`src/rtl/zbt_port_arbiter_pkg.sv`:
```
// Shared definitions for the ZBT port arbiter: bus timing constants, default widths
// and the per-cycle slot type used by the grant logic.
package zbt_port_arbiter_pkg;

  localparam int ZBT_LAT            = 2;
  localparam int DEF_ADDR_W         = 19;
  localparam int DEF_DATA_W         = 36;
  localparam int DEF_FIFO_DEPTH     = 8;
  localparam int DEF_STARVE_MAX     = 16;

  typedef enum logic [1:0] {
    SLOT_IDLE,
    SLOT_READ,
    SLOT_WRITE
  } slot_e;

  // Occupancy counter width: must be able to represent a completely full FIFO.
  function automatic int levelWidth(input int depth);
    return $clog2(depth) + 1;
  endfunction

endpackage

```
`src/rtl/zbt_port_arbiter_if.sv`:
```
// Bundle of the capture-writer, display-reader and ZBT-side signals of the arbiter.
// The arbiter uses the slave view; whoever drives the clients and memory uses master.
interface zbt_port_arbiter_if
  import zbt_port_arbiter_pkg::*;
#(
  parameter int ADDR_W     = DEF_ADDR_W,
  parameter int DATA_W     = DEF_DATA_W,
  parameter int FIFO_DEPTH = DEF_FIFO_DEPTH
);
  localparam int LVL_W = levelWidth(FIFO_DEPTH);

  logic              ntsc_we;
  logic [ADDR_W-1:0] ntsc_addr;
  logic [DATA_W-1:0] ntsc_data;
  logic              disp_req;
  logic [ADDR_W-1:0] disp_addr;
  logic              disp_gnt;
  logic              disp_rvalid;
  logic [DATA_W-1:0] disp_rdata;
  logic [ADDR_W-1:0] mem_addr;
  logic              mem_we;
  logic [DATA_W-1:0] mem_wdata;
  logic [DATA_W-1:0] mem_rdata;
  logic [LVL_W-1:0]  fifo_level;
  logic              overflow;
  logic              clr_overflow;

  modport slave (
    input  ntsc_we, ntsc_addr, ntsc_data, disp_req, disp_addr, mem_rdata, clr_overflow,
    output disp_gnt, disp_rvalid, disp_rdata, mem_addr, mem_we, mem_wdata,
           fifo_level, overflow
  );

  modport master (
    output ntsc_we, ntsc_addr, ntsc_data, disp_req, disp_addr, mem_rdata, clr_overflow,
    input  disp_gnt, disp_rvalid, disp_rdata, mem_addr, mem_we, mem_wdata,
           fifo_level, overflow
  );

endinterface

```
`src/rtl/zbt_port_arbiter_wfifo.sv`:
```
// Synchronous FIFO holding {addr,data} writer words; a push into a full FIFO is only
// accepted when a pop happens in the same cycle.
module zbt_port_arbiter_wfifo
  import zbt_port_arbiter_pkg::*;
#(
  parameter int ADDR_W = DEF_ADDR_W,
  parameter int DATA_W = DEF_DATA_W,
  parameter int DEPTH  = DEF_FIFO_DEPTH
) (
  input  logic                           clk,
  input  logic                           reset,
  input  logic                           i_push,
  input  logic [ADDR_W-1:0]              i_push_addr,
  input  logic [DATA_W-1:0]              i_push_data,
  input  logic                           i_pop,
  output logic [ADDR_W-1:0]              o_head_addr,
  output logic [DATA_W-1:0]              o_head_data,
  output logic                           o_full,
  output logic                           o_empty,
  output logic [levelWidth(DEPTH)-1:0]   o_level
);
  localparam int PTR_W = $clog2(DEPTH);
  localparam int LVL_W = levelWidth(DEPTH);
  localparam int WORD_W = ADDR_W + DATA_W;

  logic [WORD_W-1:0] r_mem [DEPTH];
  logic [PTR_W-1:0]  r_wr_ptr;
  logic [PTR_W-1:0]  r_rd_ptr;
  logic [LVL_W-1:0]  r_level;
  logic              w_push_ok;
  logic              w_pop_ok;

  assign o_full    = (r_level == LVL_W'(DEPTH));
  assign o_empty   = (r_level == '0);
  assign w_pop_ok  = i_pop & ~o_empty;
  assign w_push_ok = i_push & (~o_full | w_pop_ok);

  // DEPTH is a power of two, so the pointers wrap simply by overflowing.
  always_ff @(posedge clk or posedge reset) begin
    if (reset) begin
      r_wr_ptr <= '0;
      r_rd_ptr <= '0;
      r_level  <= '0;
    end else begin
      if (w_push_ok) r_wr_ptr <= r_wr_ptr + 1'b1;
      if (w_pop_ok)  r_rd_ptr <= r_rd_ptr + 1'b1;
      case ({w_push_ok, w_pop_ok})
        2'b10:   r_level <= r_level + 1'b1;
        2'b01:   r_level <= r_level - 1'b1;
        default: r_level <= r_level;
      endcase
    end
  end

  always_ff @(posedge clk) begin
    if (w_push_ok) r_mem[r_wr_ptr] <= {i_push_addr, i_push_data};
  end

  assign {o_head_addr, o_head_data} = r_mem[r_rd_ptr];
  assign o_level = r_level;

endmodule

```
`src/rtl/zbt_port_arbiter.sv`:
```
// Shares one ZBT bank between the NTSC capture writer (buffered) and the VGA reader,
// display first, with a starvation guard and ZBT-pipelined write data / read return.
module zbt_port_arbiter
  import zbt_port_arbiter_pkg::*;
#(
  parameter int ADDR_W     = DEF_ADDR_W,
  parameter int DATA_W     = DEF_DATA_W,
  parameter int FIFO_DEPTH = DEF_FIFO_DEPTH,
  parameter int STARVE_MAX = DEF_STARVE_MAX
) (
  input  logic               clk,
  input  logic               reset,
  zbt_port_arbiter_if.slave  bus
);
  localparam int LVL_W = levelWidth(FIFO_DEPTH);
  localparam int SC_W  = $clog2(STARVE_MAX + 1);
  localparam logic [SC_W-1:0] SC_MAX = SC_W'(STARVE_MAX);

  logic              w_full;
  logic              w_empty;
  logic              w_pop;
  logic              w_drop;
  logic [ADDR_W-1:0] w_head_addr;
  logic [DATA_W-1:0] w_head_data;
  logic [LVL_W-1:0]  w_level;
  slot_e             w_slot;
  logic [SC_W-1:0]   w_starve_nxt;

  logic [SC_W-1:0]   r_starve_cnt;
  logic [ADDR_W-1:0] r_mem_addr;
  logic              r_mem_we;
  logic [DATA_W-1:0] r_mem_wdata;
  logic              r_wd_vld [ZBT_LAT];
  logic [DATA_W-1:0] r_wd_dat [ZBT_LAT];
  logic              r_rv     [ZBT_LAT+1];
  logic              r_rvalid;
  logic [DATA_W-1:0] r_rdata;
  logic              r_overflow;

  zbt_port_arbiter_wfifo #(
    .ADDR_W (ADDR_W),
    .DATA_W (DATA_W),
    .DEPTH  (FIFO_DEPTH)
  ) u_wfifo (
    .clk         (clk),
    .reset       (reset),
    .i_push      (bus.ntsc_we),
    .i_push_addr (bus.ntsc_addr),
    .i_push_data (bus.ntsc_data),
    .i_pop       (w_pop),
    .o_head_addr (w_head_addr),
    .o_head_data (w_head_data),
    .o_full      (w_full),
    .o_empty     (w_empty),
    .o_level     (w_level)
  );

  // Display wins unless the writer has waited STARVE_MAX grants with data pending.
  always_comb begin
    w_slot = SLOT_IDLE;
    if (bus.disp_req && !(!w_empty && (r_starve_cnt == SC_MAX))) begin
      w_slot = SLOT_READ;
    end else if (!w_empty) begin
      w_slot = SLOT_WRITE;
    end
  end

  assign w_pop  = (w_slot == SLOT_WRITE);
  assign w_drop = bus.ntsc_we & w_full & ~w_pop;

  always_comb begin
    w_starve_nxt = r_starve_cnt;
    if (w_empty || (w_slot == SLOT_WRITE)) begin
      w_starve_nxt = '0;
    end else if ((w_slot == SLOT_READ) && (r_starve_cnt != SC_MAX)) begin
      w_starve_nxt = r_starve_cnt + 1'b1;
    end
  end

  always_ff @(posedge clk or posedge reset) begin
    if (reset) begin
      r_starve_cnt <= '0;
      r_overflow   <= 1'b0;
    end else begin
      r_starve_cnt <= w_starve_nxt;
      if (w_drop) begin
        r_overflow <= 1'b1;
      end else if (bus.clr_overflow) begin
        r_overflow <= 1'b0;
      end
    end
  end

  // Address phase plus the write-data and read-return pipes; reset discards anything in flight.
  always_ff @(posedge clk or posedge reset) begin
    if (reset) begin
      r_mem_addr  <= '0;
      r_mem_we    <= 1'b0;
      r_mem_wdata <= '0;
      r_rvalid    <= 1'b0;
      r_rdata     <= '0;
      for (int i = 0; i < ZBT_LAT; i++) begin
        r_wd_vld[i] <= 1'b0;
        r_wd_dat[i] <= '0;
      end
      for (int i = 0; i <= ZBT_LAT; i++) begin
        r_rv[i] <= 1'b0;
      end
    end else begin
      case (w_slot)
        SLOT_READ: begin
          r_mem_addr <= bus.disp_addr;
          r_mem_we   <= 1'b0;
        end
        SLOT_WRITE: begin
          r_mem_addr <= w_head_addr;
          r_mem_we   <= 1'b1;
        end
        default: begin
          r_mem_we   <= 1'b0;
        end
      endcase

      r_wd_vld[0] <= w_pop;
      r_wd_dat[0] <= w_pop ? w_head_data : '0;
      for (int i = 1; i < ZBT_LAT; i++) begin
        r_wd_vld[i] <= r_wd_vld[i-1];
        r_wd_dat[i] <= r_wd_dat[i-1];
      end
      if (r_wd_vld[ZBT_LAT-1]) begin
        r_mem_wdata <= r_wd_dat[ZBT_LAT-1];
      end

      r_rv[0] <= (w_slot == SLOT_READ);
      for (int i = 1; i <= ZBT_LAT; i++) begin
        r_rv[i] <= r_rv[i-1];
      end
      r_rvalid <= r_rv[ZBT_LAT];
      if (r_rv[ZBT_LAT]) begin
        r_rdata <= bus.mem_rdata;
      end
    end
  end

  assign bus.disp_gnt    = (w_slot == SLOT_READ);
  assign bus.disp_rvalid = r_rvalid;
  assign bus.disp_rdata  = r_rdata;
  assign bus.mem_addr    = r_mem_addr;
  assign bus.mem_we      = r_mem_we;
  assign bus.mem_wdata   = r_mem_wdata;
  assign bus.fifo_level  = w_level;
  assign bus.overflow    = r_overflow;

endmodule

```
`src/flat_wrapper.sv`:
```
// flat-port wrapper written by rule: the top's interface ports become plain ports
module zbt_port_arbiter_flat import zbt_port_arbiter_pkg::*;
#(
  parameter int ADDR_W     = DEF_ADDR_W,
  parameter int DATA_W     = DEF_DATA_W,
  parameter int FIFO_DEPTH = DEF_FIFO_DEPTH,
  parameter int STARVE_MAX = DEF_STARVE_MAX
)
  (clk, reset, bus_ntsc_we, bus_ntsc_addr, bus_ntsc_data, bus_disp_req, bus_disp_addr, bus_mem_rdata, bus_clr_overflow, bus_disp_gnt, bus_disp_rvalid, bus_disp_rdata, bus_mem_addr, bus_mem_we, bus_mem_wdata, bus_fifo_level, bus_overflow);
  zbt_port_arbiter_if #(.ADDR_W(ADDR_W), .DATA_W(DATA_W), .FIFO_DEPTH(FIFO_DEPTH)) bus_i ();
  input  logic clk;
  input  logic reset;
  input wire logic [$bits(bus_i.ntsc_we)-1:0] bus_ntsc_we;
  input wire logic [$bits(bus_i.ntsc_addr)-1:0] bus_ntsc_addr;
  input wire logic [$bits(bus_i.ntsc_data)-1:0] bus_ntsc_data;
  input wire logic [$bits(bus_i.disp_req)-1:0] bus_disp_req;
  input wire logic [$bits(bus_i.disp_addr)-1:0] bus_disp_addr;
  input wire logic [$bits(bus_i.mem_rdata)-1:0] bus_mem_rdata;
  input wire logic [$bits(bus_i.clr_overflow)-1:0] bus_clr_overflow;
  output wire logic [$bits(bus_i.disp_gnt)-1:0] bus_disp_gnt;
  output wire logic [$bits(bus_i.disp_rvalid)-1:0] bus_disp_rvalid;
  output wire logic [$bits(bus_i.disp_rdata)-1:0] bus_disp_rdata;
  output wire logic [$bits(bus_i.mem_addr)-1:0] bus_mem_addr;
  output wire logic [$bits(bus_i.mem_we)-1:0] bus_mem_we;
  output wire logic [$bits(bus_i.mem_wdata)-1:0] bus_mem_wdata;
  output wire logic [$bits(bus_i.fifo_level)-1:0] bus_fifo_level;
  output wire logic [$bits(bus_i.overflow)-1:0] bus_overflow;
  assign bus_i.ntsc_we = bus_ntsc_we;
  assign bus_i.ntsc_addr = bus_ntsc_addr;
  assign bus_i.ntsc_data = bus_ntsc_data;
  assign bus_i.disp_req = bus_disp_req;
  assign bus_i.disp_addr = bus_disp_addr;
  assign bus_i.mem_rdata = bus_mem_rdata;
  assign bus_i.clr_overflow = bus_clr_overflow;
  assign bus_disp_gnt = bus_i.disp_gnt;
  assign bus_disp_rvalid = bus_i.disp_rvalid;
  assign bus_disp_rdata = bus_i.disp_rdata;
  assign bus_mem_addr = bus_i.mem_addr;
  assign bus_mem_we = bus_i.mem_we;
  assign bus_mem_wdata = bus_i.mem_wdata;
  assign bus_fifo_level = bus_i.fifo_level;
  assign bus_overflow = bus_i.overflow;
  zbt_port_arbiter #(.ADDR_W(ADDR_W), .DATA_W(DATA_W), .FIFO_DEPTH(FIFO_DEPTH), .STARVE_MAX(STARVE_MAX)) u_core (.clk(clk), .reset(reset), .bus(bus_i));
endmodule
```
`config.mk`:
```
export PLATFORM = sky130hd
export DESIGN_NAME = zbt_port_arbiter_flat
export DESIGN_NICKNAME = d
export VERILOG_FILES = /design/src/rtl/zbt_port_arbiter_pkg.sv /design/src/rtl/zbt_port_arbiter_if.sv /design/src/rtl/zbt_port_arbiter_wfifo.sv /design/src/rtl/zbt_port_arbiter.sv /design/src/flat_wrapper.sv
export SDC_FILE = /design/constraint.sdc
export NUM_CORES = 1
export LEC_CHECK = 0
export BUFFER_PORTS_ARGS = -buffer_cell sky130_fd_sc_hd__buf_2
export CORE_ASPECT_RATIO = 0.8
export CORE_MARGIN = 8
export CORE_UTILIZATION = 40
export CTS_CLUSTER_SIZE = 10
export DETAILED_ROUTE_END_ITERATION = 8
export MAX_ROUTING_LAYER = met4
export PLACE_DENSITY = 0.64
export SETUP_SLACK_MARGIN = 0.02
export SLEW_MARGIN = 20
export SYNTH_ARGS = -nofsm -noshare
export SYNTH_HDL_FRONTEND = slang
export SYNTH_HIERARCHICAL = 1
export SYNTH_SLANG_ARGS = --single-unit
export TNS_END_PERCENT = 1
```
`constraint.sdc`:
```
create_clock -name clk -period 14.3 [get_ports clk]
set_clock_uncertainty 0.15 [all_clocks]
set_input_delay 0.715 -clock clk [delete_from_list [all_inputs] [get_ports clk]]
set_output_delay 0.715 -clock clk [all_outputs]
set_load 0.02 [all_outputs]
```
Yosys cells after proc, flatten, opt, wreduce, memory -nomap -nowiden
Memory sizes are Yosys's and may differ from the RTL's. Cells that the tools add are included.

Add/sub/neg operators: 5. Equal/unequal tests: 7. Multiplexer cells: 12. Bitwise operators: 8. Reduce and logical (&&, ||, !) cells: 11.

Operator list (number): 19-bit case mux with 2 select lines (1); 36-bit 2-to-1 mux (1); 5-bit 2-to-1 mux (2); 4-bit case mux with 2 select lines (1); 2-bit nonzero test (4); 3-bit by 1-bit adder with 3-bit output (second input constant) (2); 5-bit by 1-bit adder with 5-bit output (second input constant) (1); 5-bit == test (second input constant) (1); 1-bit 2-to-1 mux (5); 5-bit != test (second input constant) (1); 4-bit by 1-bit adder with 4-bit output (second input constant) (1); 1-bit bitwise AND (4); 2-bit by 1-bit == test with 1-bit output (second input constant) (2); 2-bit == test (second input constant) (2); 4-bit == test (second input constant) (1); 4-bit logical NOT (1); 2-bit 2-to-1 mux (2); 4-bit by 1-bit subtractor with 4-bit output (second input constant) (1); 1-bit logical AND (3); 1-bit inverter (3); 1-bit logical NOT (2); 1-bit logical OR (1); 1-bit bitwise OR (1).

Register bits: 186. RAM bits: 440. Bits of input ports: 115. Output and inout bits: 99. Word-level logic and storage cells: 61. Memories: 1.

Memories: u_core.u_wfifo.r_mem (depth 8, bits a word 55, rd ports 1, clocked after Yosys merged registers in 0, write ports 1, RTL line zbt_port_arbiter_wfifo.sv:26) `logic [WORD_W-1:0] r_mem [DEPTH];`.

Longest topological paths before layout
Depth after elaboration: 12. Gate-level depth with buffers: 14. Depth with buffers taken out: 12.

Modules after synthesis
The synthesis kept the hierarchy.

By module, submodules not included: zbt_port_arbiter_wfifo (times used 1, cells each 707, area an instance 17170.2 um^2, sequential area each 13462.9 um^2); zbt_port_arbiter (times used 1, cells each 386, area an instance 6204.7 um^2, sequential area each 4379.2 um^2).

Worst setup path after synthesis
OpenSTA, ideal clock, no wires.

Path kind: flip-flop to flip-flop. Start: reg u_core.u_wfifo.r_level[1] (netlist: u_core/u_wfifo/o_level[1]). End: mem u_core/u_wfifo/r_mem[0][0] in the netlist's numbering, enable pin. Setup time: 535 ps. Arrival: 5797 ps. Data required time: 13615 ps. Setup slack: 7817 ps. Stages on the path, launching flop included: 11. Buffers on the path: 3. Period minus slack after synthesis: 6483 ps. Cell sequence: dfrtp_1 -> or3_1 -> buf_2 -> nor2_1 -> buf_4 -> a21oi_1 -> clkbuf_1 -> nand2b_1 -> o21a_1 -> nand2b_1 -> nor3_1.

Longest elaborated chain between the ends: 12. Elaborated cells between the ends (all ways): 16. Those cells by class: 2 x eq/ne; 4 x mux; 5 x bitwise; 5 x reduce/logical.

Ends and longest elaborated chain: start, declared (RTL line zbt_port_arbiter_wfifo.sv:29) `logic [LVL_W-1:0] r_level;`; start signal, assigned (RTL line zbt_port_arbiter_wfifo.sv:48) `2'b10: r_level <= r_level + 1'b1;`; start signal, assigned (RTL line zbt_port_arbiter_wfifo.sv:49) `2'b01: r_level <= r_level - 1'b1;`; start signal, assigned (RTL line zbt_port_arbiter_wfifo.sv:50) `default: r_level <= r_level;`; 4-bit logical NOT * (RTL line zbt_port_arbiter_wfifo.sv:34) `assign o_empty = (r_level == '0);`; named net u_core.w_empty (RTL line zbt_port_arbiter.sv:20) `logic w_empty;`; 1-bit logical NOT (RTL line zbt_port_arbiter.sv:61) `if (bus.disp_req && !(!w_empty && (r_starve_cnt == SC_MAX))) begin`; 1-bit logical AND (RTL line zbt_port_arbiter.sv:61); 1-bit logical NOT (RTL line zbt_port_arbiter.sv:61); 1-bit logical AND (RTL line zbt_port_arbiter.sv:61); 2-bit 2-to-1 mux * (RTL line zbt_port_arbiter.sv:61); 2-bit == test * (RTL line zbt_port_arbiter.sv:68) `assign w_pop = (w_slot == SLOT_WRITE);`; named net u_core.w_pop (RTL line zbt_port_arbiter.sv:21) `logic w_pop;`; 1-bit bitwise AND * (RTL line zbt_port_arbiter_wfifo.sv:35) `assign w_pop_ok = i_pop & ~o_empty;`; 1-bit bitwise OR * (RTL line zbt_port_arbiter_wfifo.sv:36) `assign w_push_ok = i_push & (~o_full | w_pop_ok);`; 1-bit bitwise AND * (RTL line zbt_port_arbiter_wfifo.sv:36); 1-bit 2-to-1 mux * (RTL line zbt_port_arbiter_wfifo.sv:56) `if (w_push_ok) r_mem[r_wr_ptr] <= {i_push_addr, i_push_data};`; 1-bit 2-to-1 mux (not written as such) * (RTL line zbt_port_arbiter_wfifo.sv:56); end, declared (RTL line zbt_port_arbiter_wfifo.sv:26).

The timed path passes the listed nets; every way through them passes the cells marked *.

Worst setup path after layout
Start: reg u_core.u_wfifo.r_level[1] (netlist: u_core/u_wfifo/o_level[1]). End: mem u_core/u_wfifo/r_mem[0][38] in the netlist's numbering, enable pin.

Longest elaborated chain between the ends: 12. Elaborated cells between the ends (all ways): 16. Those cells by class: 2 x eq/ne; 4 x mux; 5 x bitwise; 5 x reduce/logical.

Ends and longest elaborated chain (RTL line): 4-bit logical NOT * (zbt_port_arbiter_wfifo.sv:34); named net u_core.w_empty (zbt_port_arbiter.sv:20); 1-bit logical NOT (zbt_port_arbiter.sv:61); 1-bit logical AND (zbt_port_arbiter.sv:61); 1-bit logical NOT (zbt_port_arbiter.sv:61); 1-bit logical AND (zbt_port_arbiter.sv:61); 2-bit 2-to-1 mux (zbt_port_arbiter.sv:61); 2-bit == test (zbt_port_arbiter.sv:68); 1-bit bitwise AND * (zbt_port_arbiter_wfifo.sv:35); 1-bit bitwise OR * (zbt_port_arbiter_wfifo.sv:36); 1-bit bitwise AND * (zbt_port_arbiter_wfifo.sv:36); 1-bit 2-to-1 mux * (zbt_port_arbiter_wfifo.sv:56); 1-bit 2-to-1 mux (not written as such) * (zbt_port_arbiter_wfifo.sv:56).

Marks and branches as above.

==> impl_metrics.toml <==
[final_layout]
n_fill_cell = 4815
register_area_um2 = 17900
area_growth_pct = 17.9
fin_nets = 1464
drive_gt1_share_pct = 41.5
layout.cells.non_filler = 2180
multi_input_area_um2 = 5250
fin_util_pct = 47.6

[synth]
ys_warn_count = 6
syn_area_per_cell_um2 = 21.4
synth_top_cell_by_area = "edfxtp_1"
syn-cell-area_um2 = 23400
ys_types = 40
ys_seq_area_share_pct = 76.3
yosys-top-cells-area = "edfxtp_1 (57%), dfrtp_1 (20%), mux4_2 (11%)"
synthArstFlopShare_pct = 29.6
synth-edff-count = 440
synth_common_cells = "edfxtp_1 (440), dfrtp_1 (185), mux2_2 (129)"
synth_cells = 1093
ys_ff_latch = 625
synth_nets = 1215
synth_most_common_cell = "edfxtp_1"
synth_top_area_share_pct = 56.5
synth_flop_cell = "edfxtp_1"

[detailed_routing]
top_layer = "met4"
wl_met3_um = 2980
firstDrtPassIters = 5
drc_errors = 0
drt-vias-per-instance = 5.05
vias = 11000
ant_nets = 0
routed_wl_um = 48000
avgRoutedWirePerCell_um = 22.0
wl_met2_um = 23400
wl_met1_um = 20700
drt_iter0_drc = 776

[critical_path]
required_ns = 14.37
criticalPathCategory = "reg2reg"
critPathArrivalTime_ns = 4.50
path_max_fanout = 46
reg2reg_depth = 9
cp-end-kind = "register"
start_kind = "register"

[grt]
grt_pass1_vias = 11800
track_usage_pct = 14.8
antenna_found_initial = 11
grt_max_degree = 107
grt_pass1_wl_um = 73000
grt-ovfl-total = 0

[clocking]
numCtsBuffers = 73
clockBufferDepth = 3
cts.clk_slew.worst_paths_ns = 0.06
clk-insertion-delay-late_ns = 0.61
cts_resized = 0
cts_tree = "done"
clock-sinks = 625
cts_hold_buf = 1
htreeDepth = 3
cts_root_buffer = "clkbuf_16"
postCtsSetupRepairBufs = 0

[place]
port_buffers = 213
gp_congestion = 0.712
dp_hpwl_um = 28500
place_inst = 2034

[power_and_ir_drop]
leakage_nw = 10.1
cellPowerDensity_nw_per_um2 = 201
total_power_mw = 5.54
ir_drop_v = 0.000143

[floorplan]
dieArea_um2 = 66500
die_w_um = 286
core_area_um2 = 57900
row_count = 79
start_util_pct = 40.4
die_h_um = 232
top_level_ports = 214

[sta]
setup_viol = 0
final.min_clock_period_ns = 4.43
slew_viol_final = 0
max_freq_ghz = 0.226
hold_viol_final = 0
tightestPinTransition_ns = 0.998
finalSetupTns_ns = 0
rsz0062_at_grt = "false"
relSlewSlack_pct = 33.1
fin_crit_sh_pct = 31.0

[worst_hold_path]
hold_path.class = "in2reg"
hold_depth = 2

[run]
drv_cap = 0

[run_status]
outcome = "finished clean"
## stage by stage
| stage | cell area, µm² | worst slack (ns) | hold slack, ns |
|---|---|---|---|
| 4_1_cts | 27500 | 9.56 | 0.122 |
| 5_1_grt | 27600 | 9.51 | 0.134 |
| 6_report | 27600 | 9.87 | 0.169 |
| 3_5_place_dp | 25300 | 9.62 | 0.185 |
| 2_1_floorplan | 23400 | 7.82 | 0.181 |
| 3_3_place_gp | 25300 | 9.77 | 0.182 |
## final timing paths
path                                          endpoint  slack [ns]                 startpoint
max                        u_core/u_wfifo/r_mem[0][38]        9.87  u_core/u_wfifo/o_level[1]
min                                u_core/bus.overflow        0.17           bus_clr_overflow
max reg2reg                u_core/u_wfifo/r_mem[0][38]        9.87  u_core/u_wfifo/o_level[1]
min reg2reg                         u_core/r_wd_dat[0]        0.19        u_core/r_wd_dat[36]
max in group asynchronous           u_core/r_wd_vld[0]       11.87                      reset
min in group asynchronous    u_core/u_wfifo/o_level[1]        0.59                      reset
## state kept, by name, indices dropped and copies added (netlist names), 4 cells and up
| register | count |
|---|---|
| u_core/bus.disp_rdata | 36 |
| u_core/bus.mem_addr | 19 |
| u_core/bus.mem_wdata | 36 |
| u_core/r_starve_cnt | 5 |
| u_core/r_wd_dat | 72 |
| u_core/u_wfifo/o_level | 4 |
| u_core/u_wfifo/r_mem | 440 |
## cells by family after synthesis
group | Yosys count | synth area share (%)
XOR/XNOR | 9 | 0.337
flip-flops | 625 | 76.3
AO/OA/AOI/OAI | 48 | 2.01
multiplexers | 242 | 16.9
AND/OR/NAND/NOR | 96 | 2.41
adder cells (fa/ha/maj) | 7 | 0.407
buffers and inverters | 66 | 1.56
## layer usage
metal	up-vias	GRT usage (%)
met3	73	4.23
met5	-	-
li1	4876	-
met4	0	4.12
met1	5799	19.0
met2	254	23.1
## final cells by class
type | instances | area share, %
sequential | 625 | 64.8
timing repair buffer | 229 | 4.37
antenna | 9 | 0.0817
multi-input combinational | 402 | 19.1
tap | 769 | 3.49
clock buffer | 128 | 7.57
inverter | 11 | 0.177
clock inverter | 7 | 0.459
## placed cells by master, fill, tap and decap left out, types with 5 or more instances in the layout
| master | n |
|---|---|
| ha_1 | 6 |
| clkbuf_16 | 74 |
| mux2_2 | 129 |
| edfxtp_1 | 440 |
| and2_1 | 36 |
| xnor2_1 | 5 |
| nand2_1 | 10 |
| clkbuf_1 | 51 |
| nor2_4 | 7 |
| inv_1 | 10 |
| a211o_1 | 20 |
| o221a_1 | 10 |
| o221a_2 | 9 |
| nor2b_1 | 19 |
| mux4_2 | 110 |
| buf_2 | 213 |
| dfrtp_1 | 181 |
| buf_4 | 13 |
| diode_2 | 9 |
## critical path, cell delays in order, from the launching register on
cell      delay [ns]
dfrtp_1         0.38
or3_1           0.40
nor2_4          0.16
a21oi_4         0.14
buf_4           0.45
nand2b_1        0.23
o21a_1          0.20
nand2b_1        0.26
nor3_2          0.83
buf_4           0.79
## power by group
group	internal (mW)	switching [mW]	leakage (nW)	total [mW]
combinational	0.676	0.659	2.72	1.33
sequential	2.31	0.213	6.30	2.52
clock	0.995	0.695	1.05	1.69
total	3.98	1.57	10.1	5.54
No activity file was read; power rests on OpenSTA's default activity.
